===== config.mk =====
export PLATFORM = sky130hd
export DESIGN_NAME = period_timer
export DESIGN_NICKNAME = d
export VERILOG_FILES = /design/src/rtl/period_timer.sv
export SDC_FILE = /design/constraint.sdc
export NUM_CORES = 1
export LEC_CHECK = 0
export ABC_CLOCK_PERIOD_IN_PS = 3950
export BUFFER_PORTS_ARGS = -buffer_cell sky130_fd_sc_hd__buf_2
export CAP_MARGIN = 20
export CORE_ASPECT_RATIO = 0.75
export CORE_UTILIZATION = 52
export CTS_CLUSTER_DIAMETER = 100
export DETAILED_ROUTE_END_ITERATION = 10
export PLACE_DENSITY = 0.88
export SETUP_SLACK_MARGIN = 0.05
export SYNTH_ARGS = -nofsm -noshare
export SYNTH_HDL_FRONTEND = slang
export SYNTH_SLANG_ARGS = --single-unit

===== constraint.sdc =====
create_clock -name clk_in -period 3.95 [get_ports clk_in]
set_input_delay 0.5925 -clock clk_in [delete_from_list [all_inputs] [get_ports clk_in]]
set_output_delay 0.5925 -clock clk_in [all_outputs]
set_load 0.03 [all_outputs]

===== src/rtl/period_timer.sv =====
// Programmable period timer with prescaler, periodic/one-shot modes, pause control,
// a wrap pulse and a saturating wrap counter. Period is shadowed and reloaded at each wrap.
module period_timer #(
  parameter int WIDTH      = 32,
  parameter int PRESCALE_W = 16
) (
  input  logic                  clk_in,
  input  logic                  rst_in,
  input  logic                  start_in,
  input  logic                  stop_in,
  input  logic                  pause_in,
  input  logic                  oneshot_in,
  input  logic [WIDTH-1:0]      period_in,
  input  logic [PRESCALE_W-1:0] prescale_in,
  output logic [WIDTH-1:0]      count_out,
  output logic                  tick_out,
  output logic                  done_out,
  output logic                  busy_out,
  output logic [WIDTH-1:0]      wrap_count_out
);

  typedef enum logic [1:0] {IDLE, RUN, PAUSED} state_t;

  state_t                state_q, state_d;
  logic [WIDTH-1:0]      period_q, period_d;
  logic [PRESCALE_W-1:0] pre_q, pre_d;
  logic                  mode_q, mode_d;
  logic [PRESCALE_W-1:0] pre_cnt_q, pre_cnt_d;
  logic [WIDTH-1:0]      count_q, count_d;
  logic [WIDTH-1:0]      wrap_q, wrap_d;
  logic                  tick_q, tick_d;
  logic                  done_q, done_d;
  logic                  busy_q, busy_d;

  logic                  counting;
  logic                  advance;
  logic                  at_end;
  logic                  wrap_evt;

  // A zero period behaves as a period of one count.
  function automatic logic [WIDTH-1:0] period_floor(input logic [WIDTH-1:0] p);
    return (p == '0) ? {{(WIDTH-1){1'b0}}, 1'b1} : p;
  endfunction

  function automatic logic [WIDTH-1:0] sat_inc(input logic [WIDTH-1:0] v);
    return (&v) ? v : v + 1'b1;
  endfunction

  // period_q is never 0, so period_q-1 cannot underflow and the all-ones period works.
  assign counting = (state_q != IDLE) && !pause_in;
  assign advance  = counting && (pre_cnt_q == pre_q);
  assign at_end   = (count_q == period_q - 1'b1);
  assign wrap_evt = advance && at_end;

  always_ff @(posedge clk_in or posedge rst_in) begin
    if (rst_in) begin
      state_q <= IDLE;
    end else begin
      state_q <= state_d;
    end
  end

  always_comb begin
    state_d = state_q;
    if (start_in) begin
      state_d = RUN;
    end else if (stop_in) begin
      state_d = IDLE;
    end else if (state_q != IDLE) begin
      if (pause_in) begin
        state_d = PAUSED;
      end else if (wrap_evt && mode_q) begin
        state_d = IDLE;
      end else begin
        state_d = RUN;
      end
    end
  end

  always_comb begin
    period_d  = period_q;
    pre_d     = pre_q;
    mode_d    = mode_q;
    pre_cnt_d = pre_cnt_q;
    count_d   = count_q;
    wrap_d    = wrap_q;
    tick_d    = 1'b0;
    done_d    = 1'b0;
    busy_d    = (state_d != IDLE);
    if (start_in) begin
      period_d  = period_floor(period_in);
      pre_d     = prescale_in;
      mode_d    = oneshot_in;
      pre_cnt_d = '0;
      count_d   = '0;
      wrap_d    = '0;
    end else if (stop_in) begin
      pre_cnt_d = '0;
      count_d   = '0;
    end else if (counting) begin
      if (advance) begin
        pre_cnt_d = '0;
        if (at_end) begin
          count_d = '0;
          tick_d  = 1'b1;
          wrap_d  = sat_inc(wrap_q);
          if (mode_q) begin
            done_d = 1'b1;
          end else begin
            period_d = period_floor(period_in);
          end
        end else begin
          count_d = count_q + 1'b1;
        end
      end else begin
        pre_cnt_d = pre_cnt_q + 1'b1;
      end
    end
  end

  always_ff @(posedge clk_in or posedge rst_in) begin
    if (rst_in) begin
      period_q  <= '0;
      pre_q     <= '0;
      mode_q    <= 1'b0;
      pre_cnt_q <= '0;
      count_q   <= '0;
      wrap_q    <= '0;
      tick_q    <= 1'b0;
      done_q    <= 1'b0;
      busy_q    <= 1'b0;
    end else begin
      period_q  <= period_d;
      pre_q     <= pre_d;
      mode_q    <= mode_d;
      pre_cnt_q <= pre_cnt_d;
      count_q   <= count_d;
      wrap_q    <= wrap_d;
      tick_q    <= tick_d;
      done_q    <= done_d;
      busy_q    <= busy_d;
    end
  end

  assign count_out      = count_q;
  assign tick_out       = tick_q;
  assign done_out       = done_q;
  assign busy_out       = busy_q;
  assign wrap_count_out = wrap_q;

endmodule

---- Word level (Yosys, flattened, before mapping) ----
Index checks and enable logic that the tools add are counted.
storage, ports and cells
  word-level logic and storage cells ...... 74
  flip-flop bits (word level) ............. 134
  input bits .............................. 54
  output and inout port bits .............. 67
operators by class
  $add $sub $neg .......................... 4
  multiplexer cells ....................... 38
  reduce and logical (&&, ||, !) cells .... 17
  eq/ne operators ......................... 5
operators by type and width
  cell                                                 count
  two-way mux 32 bit                                   18
  adder 32 x 1 -> 32 bit (second input constant)       2
  two-way mux 16 bit                                   4
  equality test 32 bit                                 1
  zero test 32 bit                                     1
  AND reduction 32 bit                                 1
  subtractor 32 x 1 -> 32 bit (second input constant)  1
  adder 16 x 1 -> 16 bit (second input constant)       1
  equality test 16 bit                                 1
  two-way mux 1 bit                                    12
  AND reduction 5 bit                                  2
  nonzero test 2 bit                                   5
  two-way mux 2 bit                                    4
  != test 2 bit (second input constant)                3
  nonzero test 3 bit                                   2
  logical AND 1 bit                                    4
  AND reduction 2 bit                                  1
  zero test 1 bit                                      1

---- Depth between registers and ports, before layout ----
Gate-level depths: netlist of the first run.
  depth in word-level cells ............... 11
  gate-level depth with buffers ........... 13
  mapped depth without buffers ............ 11

---- Least setup slack after synthesis of the first run ----
No wires, ideal clock.
  path kind ............................... reg-to-reg
  start point ............................. reg period_q[0]
  end point ............................... reg wrap_q[18] (netlist: wrap_count_out[18])
  clock period less this slack ............ 3.180 ns
  cell stages (with the launch flop) ...... 12
  data arrival time ....................... 3.102 ns
  data required time ...................... 3.872 ns
  buffers on the path ..................... 0
  library setup time ...................... 0.078 ns
  setup slack ............................. 0.770 ns
  cell sequence ........................... dfrtp_1 > inv_1 > ha_1 > nor4b_4 > nand2_2 > or2_1 > xnor2_1 > nor4_2 > nand4_2 > nor4_4 > or4b_1 > a21oi_1
between the ends
  word-level cells in the longest chain between the ends .. 4
ends and longest elaborated chain
  what                                  line  text
  start: declaration                    25    logic [WIDTH-1:0] period_q, period_d;
  start signal: assignment              133   period_q <= period_d;
  subtractor 32 x 1 -> 32 bit           52    assign at_end = (count_q == period_q - 1'b1);
  equality test 32 bit                  52
  nonzero test 2 bit (no source line)   --
  AND reduction 5 bit (no source line)  --
  end signal: assignment                138   wrap_q <= wrap_d;
  end: declaration                      30    logic [WIDTH-1:0] wrap_q, wrap_d;
No other way between the ends.
A chain may end at the register's enable or synchronous reset.

---- Final worst setup path of the first run ----
  start point ............................. reg period_q[0]
  end point ............................... reg wrap_q[26] (netlist: wrap_count_out[26])
The elaborated chain is that of the path after synthesis.

==> metrics, run 1 <==
Max Clk Rate 274 MHz; Overflow after GRT 0; Initial Util 54.2%; Post-synth EDFFs 0; Placed Instance Area 8800 um2; worst path bufs/invs 1; setup_tns 0 ps; GRT Resource Usage Total 27.1%; routability cong. 0.927; WL final 20700 um; n_diodes 0; DP Wirelength 14500 um; worst setup path class flop to flop; register area share after synthesis 42.0%; initial antenna violation count 0; wire per inst 17.8 um; Residual DRC 0; DIE AREA 15900 um2; largest net degree at the start of global routing 135; DR vias 7129; FF/Latch Area 3350 um2; share of layout cells above drive strength 1 25.6%; vias in the first global route 6628; Max-cap violations 0; clock-pin slew on the worst setup and hold paths 70 ps; final std cells w/o fill 1162; first-pass GRT wire length 33900 um; Via density 6.14; later-pin clock latency in the skew report 430 ps; num ports 121; Slew @ Worst Pin 720 ps; data arrival time of the worst path 3990 ps; Max clock buf depth 2; final setup fails 0; pre-CTS WS 147 ps; Netlist cell types 69; final hold viol count 0; Top FF cell, synth dfrtp_1; area of the multi-input gates 4430 um2; CTS Root Cell clkbuf_16; Num CTS Buffers 17; H-Tree Depth 4; Area Overhead vs Synth 17.7%; cells after synthesis 833; Crit. End Element flop; slew margin rel. 52.0%; Max VDD drop 0.262 mV; I/O Buffers 120; CP startpoint kind flop; Clock Skews 9.18 ps; max incr delay on CP 580 ps; Syn Area/Cell 9.60 um2; Fillers 1169; die span in x 145 um; most common cell after layout, fill and taps aside dfrtp_1; cell family with most CP delay simple AND/OR/NAND/NOR gates; Synth Net Count 891; First DRT Iteration DRCs 604; status finished clean; final instance area 9400 um2; worst hold path type input port to async pin; Crit Path Max Fanout 7; dpl cells 1130; WHS 367 ps; YS warnings 0; Pre-antenna DRT Iters 5; fin. max-slew vios 0; Async S/R FF share, synth 100%; Critical Path, Cell by Cell inv_1 -> ha_1 -> nor3b_2 -> a41oi_1 -> or4_1 -> nor2_1 -> and3_1 -> nand4_2 -> nor4_4 -> or4b_1 -> a21oi_1; # rows 38; slowest stage cell on the critical path or4_1; pwr dens 364 nW/um2; core box area 14700 um2; fin worst setup slack 306 ps; CTS tree yes; unrepaired setup endpoints after global routing no; period utilisation layout 92.3%; Lkg Pwr 4.03 nW; most frequent cells in the layout dfrtp_1, buf_2, nor2_1; mapped cell area 7990 um2; critical path required time 4290 ps; chip height 109 um; Yosys reg bits 134; Min Clock Period, post-route 3640 ps; Post-DRT Antenna Nets 0; TritonCTS Sinks 134; fin nets 1007
flip-flops by register name (all words and copies together), names as in the netlist:
name and cells:
state_q 2, pre_q 16, done_out 1, busy_out 1, mode_q 1, tick_out 1, pre_cnt_q 16, count_out 32
wrap_count_out 32, period_q 32
synth_stat cells (all sizes together) (17+ instances only):
library cell  instances  area share (%)
a21oi                39             2.5
a22o                 24             2.6
and3                 17             1.3
buf                  17             1.2
clkbuf               20            0.95
dfrtp               134              42
mux2                 49             6.9
nand2                55             2.6
nand3                47             2.9
nand4                27             2.2
nor2                 69             3.3
nor3                 33             2.5
nor4                 32             3.4
o21ai                35             2.2
or3                  22             1.7
xnor2                43             4.7
xor2                 39             4.3
cell families after synthesis:
| logic type | share of synthesized area (%) |
|---|---|
| flops | 42.0 |
| fa+ha+maj | 0.626 |
| simple gates | 26.8 |
| buf+inv | 2.71 |
| mux | 7.28 |
| compound gates | 11.7 |
| xor+xnor | 8.99 |
final timing paths:
path | startpoint | end | slack, ps | depth (start not counted)
min in group clk_in | prescale_in[13] | pre_q[13] | 400 | 2
worst min-delay path | rst_in | wrap_count_out[12] | 370 | 3
worst min register to register | pre_q[11] | pre_q[11] | 540 | 1
max in group asynchronous | rst_in | period_q[11] | 3030 | 3
worst max register to register | period_q[0] | wrap_count_out[26] | 310 | 11
worst max-delay path | period_q[0] | wrap_count_out[26] | 310 | 11
per-layer routing:
layer | global-route usage (%) | vias up | wire length [um]
li1 | - | 3314 | -
met1 | 38.1 | 3433 | 9290
met2 | 42.1 | 348 | 9400
met3 | 5.81 | 34 | 1630
met4 | 8.57 | 0 | 333
met5 | 0 | - | 0
through the flow:
| stage | util, % | power [W] |
|---|---|---|
| 2_1_floorplan | - | 0.00175 |
| 3_3_place_gp | 59.7 | 0.00184 |
| 3_5_place_dp | 59.7 | 0.00186 |
| 4_1_cts | 63.7 | 0.00344 |
| 5_1_grt | 63.8 | 0.00357 |
| 6_report | 63.8 | 0.00342 |
power by group:
group          internal (W)  switching [W]  leakage, nW
sequential          0.00142      0.0000877         1.75
combinational      0.000153       0.000172         1.99
clock              0.000921       0.000665        0.285
total               0.00250       0.000924         4.03
worst min-delay path: stages:
cell	delay [ps]
buf_2	110
clkinvlp_4	70
buf_12	500
area by class of cell:
cell class                      instances  area share, %
Tap cell                              200           2.66
Timing Repair Buffer                  134           7.77
Sequential cell                       134           35.7
Clock inverter                         13           1.46
Multi-Input combinational cell        651           47.2
Clock buffer                           19           4.82
Inverter                               11          0.479
repair_timing:
action,4_1_cts,5_1_grt
setup buffers,0,0
setup endpoints to repair,0,51
hold buffers,0,0
gates resized for setup,0,5
(Power assumes the default switching activity.)
==> run 2: changes to the inputs <==
- CORE_ASPECT_RATIO: 0.75 -> 0.6
==> run 2 against run 1 <==
Clock power is 9% higher; register-to-register slack got worse by 30 ps; sequential share of layout area fell by 0.38 points; critical path type unchanged; largest cell class unchanged.
==> metrics, run 2 (synthesis gave the netlist of run 1 again) <==
fin nets 1012; Via density 6.23; Residual DRC 0; worst hold path type input port to async pin; Lkg Pwr 4.09 nW; share of layout cells above drive strength 1 25.9%; chip height 98.0 um; Max VDD drop 0.351 mV; fin. max-slew vios 0; initial antenna violation count 0; Max Clk Rate 273 MHz; Crit. End Element flop; clock power share 48.5%; GRT Resource Usage Total 28.6%; clock-pin slew on the worst setup and hold paths 60 ps; critical path required time 4290 ps; WL final 21900 um; I/O Buffers 120; largest net degree at the start of global routing 54; worst setup path class flop to flop; Fillers 1187; Max clock buf depth 2; net switching fraction of the power 25.4%; data arrival time of the worst path 4010 ps; Post-DRT Antenna Nets 0; routability cong. 0.982; Worst setup startpoint period_q[0]; n_diodes 0; unrepaired setup endpoints after global routing no; Num CTS Buffers 17; num ports 121; pwr dens 378 nW/um2; CTS tree yes; FF/Latch Area 3350 um2; final instance area 9500 um2; status finished clean; Clock Skews 13.4 ps; vias in the first global route 6890; die span in x 162 um; slowest stage cell on the critical path or4b_1; fin worst setup slack 280 ps; DP Wirelength 15600 um; later-pin clock latency in the skew report 420 ps; Area Overhead vs Synth 18.9%; most frequent cells in the layout dfrtp_1, buf_2, nor2_1; internal cell power 0.00268 W; TritonCTS Sinks 134; setup_tns 0 ps; Overflow after GRT 0; # rows 34; period utilisation layout 92.9%; Max-cap violations 0; combinational share of power 9.3%; cell family with most CP delay simple AND/OR/NAND/NOR gates; Reg2Reg Setup Slack 280 ps; most common cell after layout, fill and taps aside dfrtp_1; CTS Root Cell clkbuf_16; max incr delay on CP 490 ps; DIE AREA 15900 um2; Slew @ Worst Pin 949 ps; H-Tree Depth 4; area of the multi-input gates 4430 um2; DR vias 7257; first-pass GRT wire length 35900 um; Initial Util 54.1%; final hold viol count 0; worst path bufs/invs 1; wire per inst 18.8 um; Placed Instance Area 8850 um2; pre-CTS WS 349 ps; Crit Path Max Fanout 7; First DRT Iteration DRCs 755; final setup fails 0; Critical Path, Cell by Cell inv_1 -> ha_1 -> nor4b_4 -> nand2_2 -> or3_1 -> o221ai_1 -> nor2_1 -> or2_0 -> nor4_4 -> or4b_1 -> a21oi_1; CP startpoint kind flop; core box area 14800 um2; Min Clock Period, post-route 3670 ps; Net Switching 0.000914 W; Pre-antenna DRT Iters 6; Flop pwr share 42.2%; worst reg2reg startpoint period_q[0]; post-CTS setup buffer count 0; slew margin rel. 36.6%
## run 2: what timing repair did
action / 4_1_cts / 5_1_grt
endpoints found under the setup margin: 0 / 5
gates resized for setup: 0 / 2
hold buffers: 0 / 0
## run 2: per-layer routing
metal	wire [um]	track usage, %
met1	9790	41.9
met2	9690	42.6
met3	2070	5.99
met4	308	8.56
met5	0	0
## run 2: final cells by class
class | instances | share of cell area [%]
Clock buffer | 19 | 4.77
Clock inverter | 13 | 2.01
Inverter | 11 | 0.474
Multi-Input combinational cell | 651 | 46.6
Sequential cell | 134 | 35.3
Tap cell | 198 | 2.61
Timing Repair Buffer | 139 | 8.21
## run 2: final timing paths
check,depth (start not counted),to
hold reg to reg,1,pre_q[9]
min in group clk_in,2,pre_q[10]
hold / removal,2,wrap_count_out[10]
max in group asynchronous,3,period_q[17]
setup / recovery,11,wrap_count_out[20]
setup reg to reg,11,wrap_count_out[20]
## run 2: through the flow
stage | instances | hold slack, ps | utilization [%] | power, W
2_1_floorplan | 833 | 492 | - | 0.00175
3_3_place_gp | 1133 | 507 | 60.0 | 0.00185
3_5_place_dp | 1133 | 520 | 60.0 | 0.00187
4_1_cts | 1165 | 397 | 64.3 | 0.00360
5_1_grt | 1165 | 403 | 64.4 | 0.00372
6_report | 1165 | 371 | 64.4 | 0.00359
## run 2: power by group through the flow
| stage | Sequential, W | Clock [W] | Combinational (W) |
|---|---|---|---|
| floorplan | 0.00150 | 0 | 0.000259 |
| global placement | 0.00153 | 0 | 0.000318 |
| detailed placement | 0.00154 | 0 | 0.000330 |
| CTS | 0.00151 | 0.00175 | 0.000335 |
| global route | 0.00152 | 0.00183 | 0.000369 |
| finish | 0.00152 | 0.00174 | 0.000335 |
